--- src/rtl/cpu_pkg.sv ---
// Shared definitions for the boot loader: loader state encoding, status codes,
// bus widths and the default load address.
package cpu_pkg;

  localparam int WORD_W = 32;
  localparam int ADDR_W = 16;

  localparam logic [ADDR_W-1:0] LOAD_BASE_DEFAULT = 16'h0000;

  typedef enum logic [2:0] {
    ST_HDR_HI,
    ST_HDR_LO,
    ST_WORD,
    ST_WRITE,
    ST_RUN
  } state_t;

  localparam logic [7:0] STATUS_HDR_HI = 8'hB0;
  localparam logic [7:0] STATUS_HDR_LO = 8'hB1;
  localparam logic [7:0] STATUS_WORD   = 8'hB2;
  localparam logic [7:0] STATUS_WRITE  = 8'hB3;
  localparam logic [7:0] STATUS_RUN    = 8'h00;

  function automatic logic [7:0] status_of(input state_t s);
    case (s)
      ST_HDR_HI: return STATUS_HDR_HI;
      ST_HDR_LO: return STATUS_HDR_LO;
      ST_WORD:   return STATUS_WORD;
      ST_WRITE:  return STATUS_WRITE;
      default:   return STATUS_RUN;
    endcase
  endfunction

endpackage

--- src/rtl/boot_loader_byte_packer.sv ---
// Collects image bytes MSB-first into a 32-bit word; word_valid strobes on
// the byte that completes the word, with word already showing that byte.
module byte_packer
  import cpu_pkg::*;
(
  input  logic              clk,
  input  logic              reset,
  input  logic              clear,
  input  logic              byte_valid,
  input  logic [7:0]        byte_in,
  output logic [WORD_W-1:0] word,
  output logic              word_valid
);

  logic [23:0] shift;
  logic [1:0]  byte_cnt;

  assign word       = {shift, byte_in};
  assign word_valid = byte_valid && (byte_cnt == 2'd3);

  // NOTE: sequential state uses non-blocking assignments so every register
  // samples pre-edge values and simulation matches the synthesized flops.
  always_ff @(posedge clk) begin
    if (reset || clear) begin
      shift    <= '0;
      byte_cnt <= '0;
    end else if (byte_valid) begin
      shift    <= word[23:0];
      byte_cnt <= byte_cnt + 2'd1;
    end
  end

endmodule

--- src/rtl/boot_loader.sv ---
// Loads a length-prefixed program image from the byte link into RAM while
// holding the CPU in reset, then hands the RAM port over to the CPU.
module boot_loader
  import cpu_pkg::*;
#(
  parameter logic [ADDR_W-1:0] LOAD_BASE = LOAD_BASE_DEFAULT
) (
  input  logic              clk,
  input  logic              reset,
  input  logic [7:0]        rx_data,
  input  logic              rx_valid,
  output logic              rx_ready,
  input  logic [WORD_W-1:0] cpu_data,
  input  logic [ADDR_W-1:0] cpu_address,
  input  logic              cpu_wren,
  output logic              cpu_nreset,
  output logic [WORD_W-1:0] ram_data,
  output logic [ADDR_W-1:0] ram_address,
  output logic              ram_wren,
  output logic [7:0]        status
);

  state_t              state;
  logic [ADDR_W-1:0]   count;
  logic [ADDR_W-1:0]   index;
  logic                ram_wren_q;
  logic [ADDR_W-1:0]   ram_address_q;
  logic [WORD_W-1:0]   ram_data_q;

  logic                accept;
  logic                pack_valid;
  logic [WORD_W-1:0]   pack_word;
  logic                pack_word_valid;

  assign rx_ready   = (state == ST_HDR_HI) || (state == ST_HDR_LO) || (state == ST_WORD);
  assign accept     = rx_valid && rx_ready;
  assign pack_valid = accept && (state == ST_WORD);
  assign status     = status_of(state);

  byte_packer u_packer (
    .clk        (clk),
    .reset      (reset),
    .clear      (state == ST_WRITE),
    .byte_valid (pack_valid),
    .byte_in    (rx_data),
    .word       (pack_word),
    .word_valid (pack_word_valid)
  );

  always_ff @(posedge clk) begin
    if (reset) begin
      state         <= ST_HDR_HI;
      count         <= '0;
      index         <= '0;
      cpu_nreset    <= 1'b0;
      ram_wren_q    <= 1'b0;
      ram_address_q <= LOAD_BASE;
      ram_data_q    <= '0;
    end else begin
      ram_wren_q <= 1'b0;
      case (state)
        ST_HDR_HI: begin
          if (accept) begin
            count[15:8] <= rx_data;
            state       <= ST_HDR_LO;
          end
        end
        ST_HDR_LO: begin
          if (accept) begin
            count[7:0] <= rx_data;
            index      <= '0;
            if ({count[15:8], rx_data} == 16'd0) begin
              state      <= ST_RUN;
              cpu_nreset <= 1'b1;
            end else begin
              state <= ST_WORD;
            end
          end
        end
        ST_WORD: begin
          if (pack_word_valid) begin
            state         <= ST_WRITE;
            ram_wren_q    <= 1'b1;
            ram_address_q <= LOAD_BASE + index;
            ram_data_q    <= pack_word;
          end
        end
        ST_WRITE: begin
          // Compare against N-1 so a full 65535-word image never overflows index.
          if (index == count - 16'd1) begin
            state      <= ST_RUN;
            cpu_nreset <= 1'b1;
          end else begin
            index <= index + 16'd1;
            state <= ST_WORD;
          end
        end
        ST_RUN: begin
        end
        default: state <= ST_HDR_HI;
      endcase
    end
  end

  // The CPU owns the RAM port only once loading is finished.
  always_comb begin
    // NOTE: every output gets a default first so no path leaves it unassigned
    // and no latch is inferred.
    ram_wren    = ram_wren_q;
    ram_address = ram_address_q;
    ram_data    = ram_data_q;
    if (state == ST_RUN) begin
      ram_wren    = cpu_wren;
      ram_address = cpu_address;
      ram_data    = cpu_data;
    end
  end

endmodule

--- config.mk ---
export PLATFORM = sky130hd
export DESIGN_NAME = boot_loader
export DESIGN_NICKNAME = d
export VERILOG_FILES = /design/src/rtl/cpu_pkg.sv /design/src/rtl/boot_loader_byte_packer.sv /design/src/rtl/boot_loader.sv
export SDC_FILE = /design/constraint.sdc
export NUM_CORES = 1
export LEC_CHECK = 0
export CAP_MARGIN = 15
export CORE_UTILIZATION = 48
export CTS_CLUSTER_DIAMETER = 60
export DETAILED_ROUTE_END_ITERATION = 7
export PLACE_DENSITY = 0.76
export SYNTH_ARGS = -nofsm -noshare
export SYNTH_HDL_FRONTEND = slang
export SYNTH_SLANG_ARGS = --single-unit
export TNS_END_PERCENT = 5
--- constraint.sdc ---
create_clock -name clk -period 3.75 [get_ports clk]
set_clock_uncertainty 0.1 [all_clocks]
set_input_delay 0.75 -clock clk [delete_from_list [all_inputs] [get_ports clk]]
set_output_delay 0.75 -clock clk [all_outputs]
set_load 0.02 [all_outputs]
==> results.json <==
{
  "run_status": "finished clean",
  "initialDrtViolationCount": 222,
  "power.share.switching_pct": 28.8,
  "clock_tree.root_cell": "sky130_fd_sc_hd__clkbuf_8",
  "layout-drive-gt1-share_pct": 10.8,
  "timing.final.setup_violations": 0,
  "power_report.internal_total_mw": 1.65,
  "post_synth.cell_area_avg_um2": 7.95,
  "area.growth.synth_to_final_pct": 25.4,
  "initial_core_util_pct": 49.7,
  "hp-start": "ram_data_q[22]$_SDFFE_PP0P_",
  "route.vias.total": 4867,
  "timing.final.crit_share_pct": 92.2,
  "n_fill_cell": 944,
  "clk-insertion-delay-late_ns": 0.37,
  "viasPerCell": 5.37,
  "multi_input_area_mm2": 0.00293,
  "buffer_ports.inserted": 115,
  "netSwitchingPower_mw": 0.668,
  "power_leakage_nw": 2.37,
  "antenna_found_initial": 0,
  "totalNegativeSetupSlack_ns": 0,
  "setup_repair_after_global_routing_missed_its_margin": "false",
  "tritoncts": "yes",
  "cp-startpoint": "state[2]$_SDFFE_PP0P_",
  "synth_edf_count": 0,
  "grt_first_pass_wirelength_mm": 21.9,
  "worstSetupEndpointType": "output port",
  "htree_levels": 3,
  "synth.ff_latch_count": 111,
  "most_used_flip_flop_cell_after_synthesis": "sky130_fd_sc_hd__dfxtp_1",
  "ys.warnings.count": 0,
  "first_global_vias": 4745,
  "critPathLaunchType": "flop",
  "routed_wirelength_mm": 13.4,
  "place.gp.congestion": 0.882,
  "gr-usage-all-layers_pct": 23.7,
  "cp.required_ns": 2.90,
  "timing.max_slew.rel_slack_pct": 37.2,
  "max_slew.worst_pin.slew_ns": 0.938,
  "ant_nets": 0,
  "cts_num_sinks": 111,
  "cts.clk_slew.worst_paths_ns": 0.12,
  "post_cts_buffers": 0,
  "die_h_um": 108,
  "crit_arrival_ns": 2.61,
  "die-area_mm2": 0.0117,
  "std_cell_rows": 38,
  "finalHoldViolations": 0,
  "cts_buffer_depth": 2,
  "diodes": 0,
  "synth_sequential_area_ratio_pct": 41.1,
  "crit_path_max_fanout": 35,
  "post_synth_inst_count": 680,
  "seq_power_share_pct": 52.6,
  "finalNetCount": 825,
  "syn-cell-area_mm2": 0.00541,
  "hold_path.class": "flop to flop",
  "cts_buffers": 9,
  "postCtsResizedCells": 0,
  "dpl.hpwl_mm": 9.75,
  "pin_count": 119,
  "reg2reg_from": "count[0]$_SDFFE_PP0P_",
  "clock_power_share_pct": 31.1,
  "drt_first_pass_iters": 4,
  "drcViolationCount": 0,
  "numPlacedInstances": 891,
  "dieWidth_um": 108,
  "synth_cell_types": 51,
  "maxCapViolCount": 0,
  "whs_ns": 0.362,
  "power.share.combinational_pct": 16.3,
  "timing_worst_setup_path_type": "flop to output port",
  "ir_worst_vdd_uv": 210,
  "report.final.slew_viol_count": 0,
  "grt_remaining_overflow": 0,
  "grt_start_max_net_pins": 73,
  "fp.coreArea_mm2": 0.0109,
  "post_cts_hold_buffer_count": 0,
  "detail_route.wl_per_cell_um": 14.8,
  "post_route_minimum_period_ns": 3.46,
  "postSynth.asyncResetShare_pct": 0,
  "power.density_cell_area_mw_per_mm2": 342,
  "fmax_mhz": 289,
  "final-seq-area_mm2": 0.00222,
  "final_cells": 907
}
## cell families (layout without fill, tap and decap cells)
group / count (synthesis) / after routing / share of synthesized area (%)
compound gates: 134 / 134 / 13.6
xor+xnor: 29 / 29 / 4.70
fa+ha+maj: 3 / 3 / 0.694
other cells: 1 / 3 / 0.0693
flops: 111 / 111 / 41.1
simple gates: 288 / 288 / 24.0
mux: 52 / 52 / 10.8
buf+inv: 62 / 147 / 5.11
## Yosys cell counts (4+ instances only)
master / n / area share, %
sky130_fd_sc_hd__xor2_1: 10 / 1.6
sky130_fd_sc_hd__buf_4: 7 / 0.97
sky130_fd_sc_hd__clkbuf_1: 39 / 2.7
sky130_fd_sc_hd__nor3_1: 6 / 0.56
sky130_fd_sc_hd__nor4_1: 6 / 0.69
sky130_fd_sc_hd__nand2_1: 195 / 14
sky130_fd_sc_hd__nand3_1: 10 / 0.93
sky130_fd_sc_hd__o21ai_0: 6 / 0.56
sky130_fd_sc_hd__a21oi_1: 108 / 10
sky130_fd_sc_hd__inv_1: 10 / 0.69
sky130_fd_sc_hd__nor2b_1: 4 / 0.46
sky130_fd_sc_hd__nor2_1: 25 / 1.7
sky130_fd_sc_hd__dfxtp_1: 111 / 41
sky130_fd_sc_hd__or3_1: 9 / 1.0
sky130_fd_sc_hd__nand3b_1: 6 / 0.83
sky130_fd_sc_hd__and3_1: 5 / 0.58
sky130_fd_sc_hd__mux2_2: 49 / 10
sky130_fd_sc_hd__xnor2_1: 19 / 3.1
## final timing paths
check / cells past startpoint / slack (ns) / end
worst max-delay path: 5 / 0.29 / ram_address[15]
worst min-delay path: 2 / 0.36 / ram_data_q[22]$_SDFFE_PP0P_
worst max register to register: 8 / 0.56 / index[6]$_SDFFE_PP0P_
worst min register to register: 2 / 0.36 / ram_data_q[22]$_SDFFE_PP0P_
## sequential cells by signal (all words and copies together), names as in the netlist
signal / flops
index: 16
count: 16
ram_data_q: 32
ram_address_q: 16
ram_wren_q: 1
u_packer.byte_cnt: 2
cpu_nreset: 1
state: 3
u_packer.shift: 24
## routing by layer
layer	vias up	GRT usage, %	share of wire (%)
met1	2253	29.1	43
met2	138	40.5	48
met3	28	4.52	5.2
met4	0	9.59	2.8
met5	-	0	0
li1	2448	-	-
## area by class of cell
type                    instances  share of cell area, %
inverters                      10                  0.554
clock buffers                   9                   1.83
well taps                     140                   2.58
clock inverters                 7                   1.27
repair buffers                121                   17.7
multi-input cells             509                   43.2
flip-flops and latches        111                   32.8
## cells in the final DEF, fill, tap and decap left out, drive strengths merged, types with 3 or more instances in the layout
cell,instances
a211oi,3
a21oi,108
and2,3
and3,5
buf,7
clkbuf,9
clkdlybuf4s50,114
clkinv,5
conb,3
dfxtp,111
ha,3
inv,12
mux2,49
mux2i,3
nand2,195
nand3,10
nand3b,6
nand4,3
nor2,25
nor2b,4
nor3,6
nor4,7
o211ai,3
o21a,3
o21ai,6
or3,9
or4,3
xnor2,19
xor2,10
## stage by stage
| stage | power [mW] | util (%) | setup WS [ns] | area, um^2 |
|---|---|---|---|---|
| floorplan | 1.47 | - | 0.782 | 5420 |
| global placement | 1.61 | 60.4 | 0.671 | 6570 |
| detailed placement | 1.62 | 60.4 | 0.589 | 6570 |
| CTS | 2.33 | 62.3 | 0.274 | 6780 |
| global route | 2.42 | 62.3 | 0.135 | 6780 |
| finish | 2.32 | 62.3 | 0.292 | 6780 |
## critical path: stages (launching register included)
cell and delay (ns):
sky130_fd_sc_hd__dfxtp_1 0.45, sky130_fd_sc_hd__inv_1 0.15, sky130_fd_sc_hd__nor3_2 0.25, sky130_fd_sc_hd__buf_4 0.43, sky130_fd_sc_hd__mux2_2 0.39, sky130_fd_sc_hd__clkdlybuf4s50_1 0.54
## power groups by stage
stage / logic, mW / registers, mW / clock network [mW]
2_1_floorplan: 0.239 / 1.23 / 0
3_3_place_gp: 0.368 / 1.25 / 0
3_5_place_dp: 0.377 / 1.25 / 0
4_1_cts: 0.379 / 1.22 / 0.735
5_1_grt: 0.406 / 1.22 / 0.786
6_report: 0.377 / 1.22 / 0.722
Note: power is estimated with default switching activity, not from simulation.
